### src/rtl/softmax_pkg.sv
// Shared types and defaults for the softmax downscale/exp sequencing logic.
package softmax_pkg;

  typedef enum logic [1:0] {
    StFill,
    StIssue,
    StDrain,
    StDone
  } sched_state_e;

  localparam int unsigned DefaultDataSize      = 32;
  localparam int unsigned DefaultNumberOfData  = 10;
  localparam int unsigned DefaultTimeoutCycles = 256;

  // Bits needed to hold the values 0..max_val inclusive.
  function automatic int unsigned cnt_width(input int unsigned max_val);
    return (max_val < 1) ? 1 : $clog2(max_val + 1);
  endfunction

endpackage

### src/rtl/frame_buffer.sv
// N-entry sample store: synchronous write, registered read.
module frame_buffer #(
  parameter int unsigned data_size = 32,
  parameter int unsigned depth     = 10,
  localparam int unsigned IdxW     = (depth > 1) ? $clog2(depth) : 1
) (
  input  logic                 clock_i,
  input  logic                 wr_en_i,
  input  logic [IdxW-1:0]      wr_idx_i,
  input  logic [data_size-1:0] wr_data_i,
  input  logic                 rd_en_i,
  input  logic [IdxW-1:0]      rd_idx_i,
  output logic [data_size-1:0] rd_data_o
);

  logic [data_size-1:0] mem_q [depth];
  logic [data_size-1:0] rd_data_q;

  // Contents are never reset; the scheduler only reads entries it has written.
  always_ff @(posedge clock_i) begin
    if (wr_en_i) begin
      mem_q[wr_idx_i] <= wr_data_i;
    end
    if (rd_en_i) begin
      rd_data_q <= mem_q[rd_idx_i];
    end
  end

  assign rd_data_o = rd_data_q;

endmodule

### src/rtl/softmax_frame_scheduler.sv
// Collects one frame of samples, replays it to downscale, then forwards and counts exp results.
module softmax_frame_scheduler
  import softmax_pkg::*;
#(
  parameter int unsigned data_size      = DefaultDataSize,
  parameter int unsigned number_of_data = DefaultNumberOfData,
  parameter int unsigned timeout_cycles = DefaultTimeoutCycles
) (
  input  logic                 clock_i,
  input  logic                 reset_i,
  input  logic                 in_valid_i,
  input  logic [data_size-1:0] in_data_i,
  output logic                 in_ready_o,
  output logic                 ds_start_o,
  output logic [data_size-1:0] ds_data_o,
  output logic                 ds_valid_o,
  input  logic                 exp_valid_i,
  input  logic [data_size-1:0] exp_data_i,
  output logic                 out_valid_o,
  output logic [data_size-1:0] out_data_o,
  output logic                 out_last_o,
  output logic                 frame_done_o,
  output logic                 busy_o,
  output logic                 err_o
);

  localparam int unsigned CntW  = cnt_width(number_of_data);
  localparam int unsigned IdleW = cnt_width(timeout_cycles);
  localparam int unsigned IdxW  = (number_of_data > 1) ? $clog2(number_of_data) : 1;

  localparam logic [CntW-1:0]  LastIdx  = CntW'(number_of_data - 1);
  localparam logic [IdleW-1:0] IdleLast = IdleW'(timeout_cycles - 1);

  sched_state_e state_q, state_d;

  logic [CntW-1:0]  wr_cnt_q, rd_cnt_q, iss_cnt_q;
  logic [IdleW-1:0] idle_q;

  logic accept, last_accept, last_issue, last_result, timeout, fwd;
  logic                 buf_rd_en;
  logic [CntW-1:0]      buf_rd_idx;
  logic [data_size-1:0] buf_rd_data;

  logic                 ds_valid_q, ds_start_q;
  logic                 out_valid_q, out_last_q, err_q;
  logic [data_size-1:0] out_data_q;
  logic                 in_ready, busy, frame_done;

  assign accept      = (state_q == StFill) && in_valid_i;
  assign last_accept = accept && (wr_cnt_q == LastIdx);
  assign last_issue  = (state_q == StIssue) && (iss_cnt_q == LastIdx);
  assign fwd         = (state_q == StDrain) && exp_valid_i;
  assign last_result = fwd && (rd_cnt_q == LastIdx);
  assign timeout     = (state_q == StDrain) && !exp_valid_i && (idle_q == IdleLast);

  // Entry 0 is prefetched on the final accept so the replay starts the very next cycle.
  assign buf_rd_en  = last_accept || ((state_q == StIssue) && !last_issue);
  assign buf_rd_idx = last_accept ? '0 : iss_cnt_q + 1'b1;

  frame_buffer #(
    .data_size (data_size),
    .depth     (number_of_data)
  ) u_frame_buffer (
    .clock_i   (clock_i),
    .wr_en_i   (accept),
    .wr_idx_i  (wr_cnt_q[IdxW-1:0]),
    .wr_data_i (in_data_i),
    .rd_en_i   (buf_rd_en),
    .rd_idx_i  (buf_rd_idx[IdxW-1:0]),
    .rd_data_o (buf_rd_data)
  );

  always_ff @(posedge clock_i) begin
    if (reset_i) begin
      state_q <= StFill;
    end else begin
      state_q <= state_d;
    end
  end

  always_comb begin
    state_d = state_q;
    unique case (state_q)
      StFill:  if (last_accept) state_d = StIssue;
      StIssue: if (last_issue) state_d = StDrain;
      StDrain: if (last_result || timeout) state_d = StDone;
      StDone:  state_d = StFill;
      default: state_d = StFill;
    endcase
  end

  // Outputs are forced low while reset is asserted, not just after it is sampled.
  always_comb begin
    in_ready   = 1'b0;
    busy       = 1'b0;
    frame_done = 1'b0;
    if (!reset_i) begin
      unique case (state_q)
        StFill:           in_ready = 1'b1;
        StIssue, StDrain: busy = 1'b1;
        StDone: begin
          busy       = 1'b1;
          frame_done = 1'b1;
        end
        default: ;
      endcase
    end
  end

  // Counters return to zero whenever their owning state is left.
  always_ff @(posedge clock_i) begin
    if (reset_i) begin
      wr_cnt_q  <= '0;
      iss_cnt_q <= '0;
      rd_cnt_q  <= '0;
      idle_q    <= '0;
    end else begin
      if (last_accept) begin
        wr_cnt_q <= '0;
      end else if (accept) begin
        wr_cnt_q <= wr_cnt_q + 1'b1;
      end

      if (state_q == StIssue) begin
        iss_cnt_q <= last_issue ? '0 : iss_cnt_q + 1'b1;
      end

      if (last_result || timeout) begin
        rd_cnt_q <= '0;
      end else if (fwd) begin
        rd_cnt_q <= rd_cnt_q + 1'b1;
      end

      if (state_q == StDrain) begin
        idle_q <= (exp_valid_i || timeout) ? '0 : idle_q + 1'b1;
      end else begin
        idle_q <= '0;
      end
    end
  end

  always_ff @(posedge clock_i) begin
    if (reset_i) begin
      ds_valid_q  <= 1'b0;
      ds_start_q  <= 1'b0;
      out_valid_q <= 1'b0;
      out_data_q  <= '0;
      out_last_q  <= 1'b0;
      err_q       <= 1'b0;
    end else begin
      ds_valid_q  <= buf_rd_en;
      ds_start_q  <= last_accept;
      out_valid_q <= fwd;
      out_data_q  <= fwd ? exp_data_i : '0;
      out_last_q  <= last_result;
      // Results arriving outside DRAIN are dropped and flagged.
      err_q       <= err_q | (exp_valid_i && (state_q != StDrain)) | timeout;
    end
  end

  assign in_ready_o   = in_ready;
  assign busy_o       = busy;
  assign frame_done_o = frame_done;
  assign ds_valid_o   = ds_valid_q && !reset_i;
  assign ds_start_o   = ds_start_q && !reset_i;
  assign ds_data_o    = (ds_valid_q && !reset_i) ? buf_rd_data : '0;
  assign out_valid_o  = out_valid_q && !reset_i;
  assign out_data_o   = reset_i ? '0 : out_data_q;
  assign out_last_o   = out_last_q && !reset_i;
  assign err_o        = err_q && !reset_i;

endmodule

### config.mk
export PLATFORM = sky130hd
export DESIGN_NAME = softmax_frame_scheduler
export DESIGN_NICKNAME = d
export VERILOG_FILES = /design/src/rtl/softmax_pkg.sv /design/src/rtl/frame_buffer.sv /design/src/rtl/softmax_frame_scheduler.sv
export SDC_FILE = /design/constraint.sdc
export NUM_CORES = 1
export LEC_CHECK = 0
export CORE_MARGIN = 10
export CORE_UTILIZATION = 31
export CTS_CLUSTER_DIAMETER = 60
export DETAILED_ROUTE_END_ITERATION = 10
export SLEW_MARGIN = 30
export SYNTH_ARGS = -nofsm -noshare
export SYNTH_HDL_FRONTEND = slang
export SYNTH_SLANG_ARGS = --single-unit
### constraint.sdc
create_clock -name clock_i -period 9.55 [get_ports clock_i]
set_input_delay 1.91 -clock clock_i [delete_from_list [all_inputs] [get_ports clock_i]]
set_output_delay 1.91 -clock clock_i [all_outputs]
set_load 0.01 [all_outputs]
After elaboration in Yosys (flattened, before gate mapping)
Memories as Yosys holds them, arrays and structs flattened. A register that Yosys moved wholly into a read port is not among the register bits.
Index checks and enable logic that the tools add are counted.
{"block": "word_totals", "regBits": 60, "ram_bits": 320, "input_bits": 68, "out_inout_bits": 72, "mem_count": 1}
{"block": "op_classes", "add_sub_neg": 4, "n_eq_ne": 11, "n_mux": 16, "n_bitwise": 4, "reduce_logical": 27}
{"memory": "u_frame_buffer.mem_q", "depth": 10, "width": 32, "read_ports": 1, "rd_clocked_by_memory_dff": 1, "write_ports": 1, "line": "frame_buffer.sv:16", "rtl": "logic [data_size-1:0] mem_q [depth];"}
{"cell": "32-bit 2-to-1 mux", "count": 2}
{"cell": "1-bit logical AND", "count": 14}
{"cell": "4-bit by 1-bit adder with 4-bit output, second input constant", "count": 3}
{"cell": "4-bit equality test, second input constant", "count": 3}
{"cell": "9-bit by 1-bit adder with 9-bit output, second input constant", "count": 1}
{"cell": "9-bit by 8-bit equality test with 1-bit output, second input constant", "count": 1}
{"cell": "1-bit 2-to-1 mux", "count": 8}
{"cell": "4-bit 2-to-1 mux", "count": 2}
{"cell": "2-bit case mux with 4 select lines", "count": 1}
{"cell": "2-bit 2-to-1 mux", "count": 3}
{"cell": "2-bit != test, second input constant", "count": 3}
{"cell": "2-bit OR reduction", "count": 3}
{"cell": "3-bit OR reduction", "count": 2}
{"cell": "2-bit equality test, second input constant", "count": 2}
{"cell": "1-bit logical NOT", "count": 3}
{"cell": "1-bit logical OR", "count": 3}
{"cell": "3-bit AND reduction", "count": 1}
{"cell": "2-bit by 1-bit equality test with 1-bit output, second input constant", "count": 1}
{"cell": "2-bit logical NOT", "count": 1}
{"cell": "2-bit by 1-bit != test with 1-bit output, second input constant", "count": 1}
{"cell": "1-bit NOT", "count": 2}
{"cell": "1-bit bitwise OR", "count": 2}

Logic depth before layout (Yosys ltp)
Gate-level depths: netlist of run 1.
{"block": "logic_depth", "ltp_word": 6, "depth_mapped": 8}

By module
From an unflattened synthesis of run 1, not the netlist that was laid out.
{"block": "hier_totals", "hier_cells": 994, "area_unflattened_um2": 16315.6}
{"mod": "frame_buffer", "n_inst": 1, "cells_per_inst": 698, "area_per_inst_um2": 13610.6, "seq_area_each_um2": 10570.1}
{"mod": "softmax_frame_scheduler", "n_inst": 1, "cells_per_inst": 296, "area_per_inst_um2": 2705.1, "seq_area_each_um2": 1201.2}

Least setup slack after synthesis of run 1
No wires, ideal clock.
{"block": "synth_timing", "path_type": "input-to-reg", "from": "input port in_valid_i", "to": "memory u_frame_buffer.mem_q[1][0], enable pin", "setup_ps": 461, "arrival_ps": 4624, "required_ps": 9089, "path_slack_ps": 4465, "cell_stages": 4, "path_buffers": 2, "cell_sequence": "nand3_1 > buf_2 > clkbuf_1 > nor3_1"}
{"block": "synth_between", "elab_chain_len": 3}
{"element": "start, declared", "line": "softmax_frame_scheduler.sv:11", "rtl": "input logic in_valid_i,"}
{"element": "1-bit logical AND", "line": "softmax_frame_scheduler.sv:49", "rtl": "assign accept = (state_q == StFill) && in_valid_i;"}
{"element": "1-bit 2-to-1 mux", "line": "frame_buffer.sv:21", "rtl": "if (wr_en_i) begin"}
{"element": "1-bit 2-to-1 mux (not written as such)", "line": "frame_buffer.sv:22", "rtl": "mem_q[wr_idx_i] <= wr_data_i;"}
{"element": "end, declared", "line": "frame_buffer.sv:16"}
No other way between the ends.

Worst setup path in the final report of run 1
{"block": "layout_timing", "from": "input port reset_i", "to": "output port ds_data_o[30]"}
{"block": "layout_between", "elab_chain_len": 3}
{"element": "start, declared", "line": "softmax_frame_scheduler.sv:10", "rtl": "input logic reset_i,"}
{"element": "1-bit logical NOT", "line": "softmax_frame_scheduler.sv:166", "rtl": "assign ds_data_o = (ds_valid_q && !reset_i) ? buf_rd_data : '0;"}
{"element": "1-bit logical AND", "line": "softmax_frame_scheduler.sv:166"}
{"element": "32-bit 2-to-1 mux", "line": "softmax_frame_scheduler.sv:166"}
{"element": "end, declared", "line": "softmax_frame_scheduler.sv:15", "rtl": "output logic [data_size-1:0] ds_data_o,"}
No other way between the ends.

==> flow_summary.yaml, run 1 <==
finish:
  regArea_sq_um: 11800
  final_nets: 1263
  finalNonFillerCells: 1905
  drive_gt1_share_pct: 14.1
  syn_to_final_growth_pct: 21.6
  fillers: 4888
  fin_area_sq_um: 20300
  multi_input_area_sq_um: 4580
  finish.utilization_pct: 38.3
place:
  place_area_sq_um: 18900
  place_hpwl_um: 22500
  place_congestion: 0.705
  port_buffers: 139
  place_inst: 1821
grt:
  use_met1_pct: 15.8
  gr-total-overflow: 0
  grtUsageTotal_pct: 12.4
  busiest_layer: "met2"
  grt_use_met2_pct: 20.1
  grt_util_met3_pct: 4.13
  grt_pass1_vias: 9757
  grt_first_pass_wirelength_um: 60400
  antenna_found_initial: 5
  grt_max_degree: 94
route:
  drt_iter0_markers: 808
  wl_per_cell_um: 21.1
  drc: 0
  antenna_left: 0
  finalWirelength_um: 40200
  dr.pass1.iters: 5
  vias_per_cell: 5.00
  dr_total_vias: 9531
synthesis:
  ys.flop_type: "edfxtp_1"
  yosys.cell_count.top_type: "edfxtp_1"
  synth_nets: 1131
  synth_top_cell_by_area: "edfxtp_1"
  ys_top_cells_by_area: "edfxtp_1 (63%), dfxtp_1 (7.2%), mux4_2 (4.3%)"
  yosysTopAreaCellShare_pct: 63.4
  yosysSeqAreaShare_pct: 70.6
  ys_ff_latch: 412
  synth-edff-count: 352
  synth_warnings: 0
  avgSynthCellArea_sq_um: 15.9
  async_flop_share_pct: 0
  ys_top_cells_by_count: "edfxtp_1 (352), and2_1 (66), dfxtp_1 (60), nor2_1 (56), clkbuf_1 (45)"
  synth_cell_types: 48
  netlist_area_sq_um: 16700
  synthCells: 1048
clocking:
  postCtsHoldBufs: 0
  cts_num_sinks: 412
  cts_tree: "built"
  cts_buffer_depth: 3
  worstSkewPairLatency_ns: 0.56
  cts_buffers: 45
  cts-resized-gates: 0
  clock-root-buffer: "clkbuf_16"
  path_clk_slew_ns: 0.05
  cts_htree_levels: 2
  postCtsSetupBuffers: 0
sta:
  fin_crit_sh_pct: 57.3
  fin_skew_ns: 0.00995
  setup_tns_ns: 0
  fin_crit_ns: 5.48
  worst_pin_slew_ns: 0.934
  setup_viol_count_final: 0
  rsz0062_at_grt: "false"
  slew_headroom_pct: 37.8
  slew_viol_final: 0
  fmaxAchievable_ghz: 0.183
  finalHoldViolCount: 0
worst_hold_path:
  hp-class: "reg2reg"
  min_from: "idle_q[0]"
setup_path:
  crit_chain: "buf_2 > buf_4 > nor2b_2 > buf_4 > and2_1 > clkdlybuf4s50_1"
  startpoint_type: "input port"
  crit_type: "in2out"
  path_common_cell: "buf_4"
  end_kind: "output pin"
  crit_required_ns: 7.64
  slowest_delay_ns: 0.54
  cpLargestDelayFamily: "buffers and inverters"
  cp.arrival_ns: 3.57
  critical_path_buf_inv_count: 4
  cp_slowest_cell: "clkdlybuf4s50_1"
  crit_path_max_fanout: 57
  crit_start: "reset_i"
  rr_startpoint: "iss_cnt_q[1]"
pwr:
  p_leak_nw: 6.51
  vdd_drop_max_mv: 0.124
  powerDensity_nw_per_um2: 186
die:
  core_area_sq_um: 52900
  start_util_pct: 31.5
  die_y_um: 252
  rows: 84
  boundaryPins: 140
  die_w_um: 252
  dieArea_sq_um: 63400
outcome:
  status: "complete, no violations"
job:
  max-cap-violations: 0
-- layout make-up --
cell class              instances  area share (%)
well taps                     688            4.25
inverters                      12           0.222
clock buffers                  59            5.86
diodes                          1          0.0123
multi-input cells             545            22.6
flip-flops and latches        412            58.1
clock inverters                24            1.12
repair buffers                164            7.83
-- sequential cells by signal, indices dropped and copies added, names as in the netlist --
name and count:
state_q 2, out_valid_q 1, ds_valid_q 1, ds_start_q 1
out_data_q 32, iss_cnt_q 4, u_frame_buffer.mem_q 320, idle_q 9
u_frame_buffer.rd_data_o 32, out_last_q 1, err_q 1, wr_cnt_q 4
rd_cnt_q 4
-- routing by layer --
metal	wire length, um	share of wire (%)
met4	641	1.6
met1	17200	43
met3	3340	8.3
met2	18900	47
met5	52	0.13
-- path summary, 6_finish.rpt --
check                                      to  slack [ns]  depth (start not counted)
setup / recovery                ds_data_o[30]        4.07                          6
hold / removal                      idle_q[0]        0.48                          1
setup reg to reg  u_frame_buffer.rd_data_o[0]        6.17                          7
hold reg to reg                     idle_q[0]        0.48                          1
-- kinds of logic (layout without fill, tap and decap cells) --
logic type	count (synthesis)	in the layout	synth area share [%]
mux	100	100	8.65
buf+inv	91	259	2.45
other cells	0	1	0
compound gates	145	145	7.36
flops	412	412	70.6
simple gates	270	270	8.84
fa+ha+maj	15	15	1.13
xor+xnor	15	15	0.946
-- cell usage in the layout, fill, tap and decap left out, types with 13 or more instances in the layout --
master	synthesis	final
mux4_2	32	32
nor2_1	56	51
clkdlybuf4s50_1	0	138
nor2b_1	44	42
nand3_1	38	37
clkbuf_16	0	45
o31ai_1	31	31
o211a_1	31	31
or3_1	31	31
a221oi_1	31	31
mux2i_1	35	35
clkbuf_1	45	13
dfxtp_1	60	59
buf_4	9	24
o221ai_1	31	31
edfxtp_1	352	352
and2_1	66	66
ha_1	15	14
mux2_2	33	33
-- through the flow --
stage               worst slack [ns]  hold WS (ns)  total power, mW
floorplan                       4.46         0.426             2.07
global placement                4.06         0.439             2.13
detailed placement              4.04         0.469             2.14
CTS                             4.04         0.481             3.82
global route                    3.94         0.497             3.90
finish                          4.07         0.475             3.78
-- report_power, final --
part	leakage, nW	switching, mW	internal [mW]
logic	2.15	0.0653	0.0425
registers	3.67	0.00958	1.98
clock network	0.679	0.695	0.986
Power figures use the tool's default switching activity.
==> run 2, diff against run 1 <==
Clock period 9.55 ns to 5.3 ns, I/O delays scaled along.
==> run 2 against run 1 <==
Compared with the run above: global-route usage up 0.063 points; power up 77%; sequential cell count unchanged; register-to-register slack worse by 4.5 ns; clock skew up 0.0056 ns; combinational power up 80%; hold slack worse by 0.018 ns; cell count up 0.16%; design area about the same; core utilization about the same; largest cell class unchanged; largest power group unchanged; highest routed layer unchanged.
==> flow_summary.yaml, run 2 (synthesis gave the netlist of run 1 again) <==
outcome:
  status: "complete, no violations"
grt:
  gr-total-overflow: 0
  antenna_found_initial: 6
  grt_first_pass_wirelength_um: 60900
  grt_pass1_vias: 9967
  grt_max_degree: 77
  grtUsageTotal_pct: 12.4
place:
  place_inst: 1825
  place_hpwl_um: 24000
  place_congestion: 0.721
  port_buffers: 139
  place_area_sq_um: 18900
finish:
  regArea_sq_um: 11800
  final_common_cell: "edfxtp_1"
  finalNonFillerCells: 1908
  fillers: 4891
  largest_reg_flops: 320
  mostFrequentLayoutCells: "edfxtp_1 (352), clkdlybuf4s50_1 (138), and2_1 (67), dfxtp_1 (59), nor2_1 (51)"
  top_register: "u_frame_buffer.mem_q"
  drive_gt1_share_pct: 14.5
  syn_to_final_growth_pct: 21.6
  multi_input_area_sq_um: 4590
  final_nets: 1265
  fin_area_sq_um: 20300
clocking:
  postCtsHoldBufs: 0
  postCtsSetupBuffers: 0
  cts-resized-gates: 0
  cts_tree: "built"
  cts_num_sinks: 412
  cts_buffer_depth: 3
  cts_htree_levels: 2
  worstSkewPairLatency_ns: 0.57
  cts_buffers: 43
  path_clk_slew_ns: 0.06
  clock-root-buffer: "clkbuf_16"
route:
  drt_iter0_markers: 685
  finalWirelength_um: 40000
  drc: 0
  dr.pass1.iters: 4
  wl_per_cell_um: 21.0
  vias_per_cell: 5.02
  antenna_left: 0
  dr_total_vias: 9586
sta:
  fin_crit_sh_pct: 68.3
  fin_skew_ns: 0.0156
  fin_crit_ns: 3.62
  slew_viol_final: 0
  rsz0062_at_grt: "false"
  slew_headroom_pct: 36.5
  finalHoldViolCount: 0
  worst_pin_slew_ns: 0.950
  setup_viol_count_final: 0
  fmaxAchievable_ghz: 0.276
  setup_tns_ns: 0
die:
  rows: 84
  die_y_um: 252
  start_util_pct: 31.5
  dieArea_sq_um: 63400
  boundaryPins: 140
  core_area_sq_um: 52900
  die_w_um: 252
pwr:
  powerDensity_nw_per_um2: 330
  vdd_drop_max_mv: 0.185
  total_power_mw: 6.68
  p_leak_nw: 6.51
setup_path:
  cp.arrival_ns: 3.93
  crit_path_max_fanout: 45
  crit_type: "reg2reg"
  crit_required_ns: 5.61
  startpoint_type: "flop"
  end_kind: "flop"
job:
  max-cap-violations: 0
worst_hold_path:
  hp-class: "reg2reg"
run 2: changes by cell type in the layout (fill, tap and decap cells not counted), sizes merged:
cell,previous run,this run
buf,26,30
clkinv,16,19
bufinv,4,2
clkinvlp,3,1
diode,1,3
clkbuf,59,58
inv,13,12
run 2: critical path: stages, from the launching register on:
cell and delay [ns]:
dfxtp_4 0.84, ha_2 0.73, buf_4 0.66, mux4_2 0.40, nor2b_1 0.14, a211o_1 0.28, a221o_1 0.30
run 2: power breakdown:
| part | switching [mW] | internal (mW) | total (mW) |
|---|---|---|---|
| combinational | 0.117 | 0.0774 | 0.194 |
| clock | 1.23 | 1.67 | 2.90 |
| sequential | 0.0175 | 3.57 | 3.59 |
| total | 1.37 | 5.32 | 6.68 |
run 2: worst paths after layout:
check | startpoint | end | slack [ns] | depth (start not counted)
hold reg to reg | idle_q[0] | idle_q[0] | 0.46 | 1
setup reg to reg | iss_cnt_q[0] | u_frame_buffer.rd_data_o[30] | 1.68 | 6
hold / removal | idle_q[0] | idle_q[0] | 0.46 | 1
setup / recovery | iss_cnt_q[0] | u_frame_buffer.rd_data_o[30] | 1.68 | 6
run 2: cell type report:
cell class,count,share of cell area [%]
flip-flops and latches,412,58.1
well taps,688,4.25
inverters,12,0.222
multi-input cells,545,22.6
repair buffers,168,8.06
clock inverters,22,0.846
diodes,3,0.0370
clock buffers,58,5.84
run 2: metal layers:
layer	share of wire [%]	GRT usage (%)	vias up	wire, um
met1	42	15.5	4842	17000
met2	46	19.9	309	18500
met3	8.3	4.31	76	3310
met5	0.19	0	-	75
li1	-	-	4349	-
met4	2.9	4.29	10	1140
run 2: per-stage QoR:
stage / utilization [%] / worst slack, ns / hold slack (ns)
finish: 38.3 / 1.68 / 0.457
global route: 38.3 / 1.43 / 0.478
CTS: 38.3 / 1.60 / 0.466
detailed placement: 35.8 / 1.46 / 0.451
global placement: 35.7 / 1.53 / 0.440
floorplan: - / 1.06 / 0.426
==> run 3, diff against run 2 <==
Clock period 5.3 ns to 3.5 ns, I/O delays scaled along.
==> run 3 against run 2 <==
Compared with the run above: sequential power rose by 51%; critical path type is now reg2out; largest cell class unchanged; hold slack improved by 0.0088 ns; cell count grew 0.58%; core utilization up 0.37 points; design area rose by 0.96%; highest routed layer is now met4; critical endpoint is now in_ready_o.
==> flow_summary.yaml, run 3 (synthesis gave the netlist of run 1 again) <==
route:
  dr.pass1.iters: 5
  wl_per_cell_um: 21.0
  drc: 0
  dr_total_vias: 9454
  drt_iter0_markers: 730
  vias_per_cell: 4.93
  finalWirelength_um: 40300
  antenna_left: 0
die:
  start_util_pct: 31.5
  rows: 84
  boundaryPins: 140
  core_area_sq_um: 52900
  dieArea_sq_um: 63400
  die_y_um: 252
  die_w_um: 252
sta:
  fin_crit_sh_pct: 81.6
  fin_skew_ns: 0.0175
  worst_pin_slew_ns: 0.818
  fin_ws_ns: 0.644
  slew_headroom_pct: 45.5
  finalHoldViolCount: 0
  setup_viol_count_final: 0
  fmaxAchievable_ghz: 0.350
  fin_crit_ns: 2.86
  setup_tns_ns: 0
  slew_viol_final: 0
  rsz0062_at_grt: "false"
finish:
  top_register: "u_frame_buffer.mem_q"
  regArea_sq_um: 11800
  largest_reg_flops: 320
  fillers: 4829
  syn_to_final_growth_pct: 22.7
  fin_area_sq_um: 20500
  mostFrequentLayoutCells: "edfxtp_1 (352), clkdlybuf4s50_1 (138), and2_1 (67), dfxtp_1 (59), nor2_1 (51)"
  diodes: 0
  final_nets: 1280
  finish.utilization_pct: 38.7
  drive_gt1_share_pct: 15.4
  final_common_cell: "edfxtp_1"
  multi_input_area_sq_um: 4610
setup_path:
  worstReg2RegEnd: "u_frame_buffer.rd_data_o[26]"
  crit_type: "reg2out"
  path_common_cell: "inv_1"
  crit_path_max_fanout: 4
  crit_chain: "inv_1 > ha_1 > inv_1 > nor2_1 > clkdlybuf4s50_1"
  crit_required_ns: 2.80
  crit_start: "state_q[1]"
  cp_slowest_cell: "clkdlybuf4s50_1"
  startpoint_type: "flop"
  rrSetupSlack_ns: 0.86
  end_kind: "output pin"
  cp.arrival_ns: 2.16
  slowest_delay_ns: 0.60
  rr_startpoint: "iss_cnt_q[1]"
  reg2regPathDepth: 7
grt:
  grt_pass1_vias: 9973
  antenna_found_initial: 0
  grt_max_degree: 73
  grt_first_pass_wirelength_um: 61700
  grtUsageTotal_pct: 12.6
  gr-total-overflow: 0
outcome:
  status: "complete, no violations"
place:
  dp_slack_ns: 0.460
  place_hpwl_um: 24700
  port_buffers: 139
  place_congestion: 0.756
  place_area_sq_um: 19100
clocking:
  cts_htree_levels: 2
  cts-resized-gates: 0
  cts_buffer_depth: 3
  cts_buffers: 44
  cts_tree: "built"
  worstSkewPairLatency_ns: 0.56
  postCtsSetupBuffers: 0
  clock-root-buffer: "clkbuf_16"
  postCtsHoldBufs: 0
  path_clk_slew_ns: 0.06
  cts_num_sinks: 412
worst_hold_path:
  min_path_cells: 1
  hp-class: "reg2reg"
  min_to: "idle_q[0]"
  min_from: "idle_q[0]"
pwr:
  p_leak_nw: 6.60
  vdd_drop_max_mv: 0.323
  total_power_mw: 10.2
  powerDensity_nw_per_um2: 499
job:
  max-cap-violations: 0
## run 3: cell count changes in the layout (fill, tap and decap cells not counted), sizes merged
cell	change
inv	+1
clkbuf	+3
buf	+14
diode	-3
clkinv	-4
## run 3: routing by layer
| layer | wire length, um | GRT usage (%) | vias to the layer above |
|---|---|---|---|
| met3 | 3070 | 3.80 | 48 |
| met1 | 17900 | 16.1 | 4762 |
| li1 | - | - | 4377 |
| met5 | 0 | 0 | - |
| met4 | 698 | 3.55 | 0 |
| met2 | 18600 | 20.2 | 267 |
## run 3: worst max-delay path by stage
stage,end,depth (start not counted)
6_report,in_ready_o,5
4_1_cts,in_ready_o,5
3_3_place_gp,u_frame_buffer.rd_data_o[5],6
5_1_grt,in_ready_o,5
3_5_place_dp,u_frame_buffer.rd_data_o[27],6
2_1_floorplan,u_frame_buffer.mem_q[5][0],4
## run 3: metrics by stage
step	instances	hold slack (ns)
4_1_cts	1919	0.472
2_1_floorplan	1048	0.426
6_report	1919	0.466
5_1_grt	1919	0.496
3_3_place_gp	1839	0.438
3_5_place_dp	1839	0.458
## run 3: worst max-delay path: cells and delay by family, from the launching register on
family                     cells  cell delay (ns)
buffers and inverters          3             0.84
DFF                            1             0.35
adders and majority gates      1             0.30
and+or+nand+nor                1             0.11
## run 3: report_power, final
group          leakage (nW)  total, mW  internal, mW  switching (mW)
combinational          2.25      0.296         0.122           0.174
sequential             3.67       5.43          5.41          0.0266
clock                 0.681       4.48          2.62            1.86
## run 3: layout make-up
class	count	area share, %
Timing Repair Buffer	182	8.66
Multi-Input combinational cell	545	22.6
Clock buffer	61	6.06
Tap cell	688	4.21
Sequential cell	412	57.5
Inverter	12	0.220
Clock inverter	19	0.752
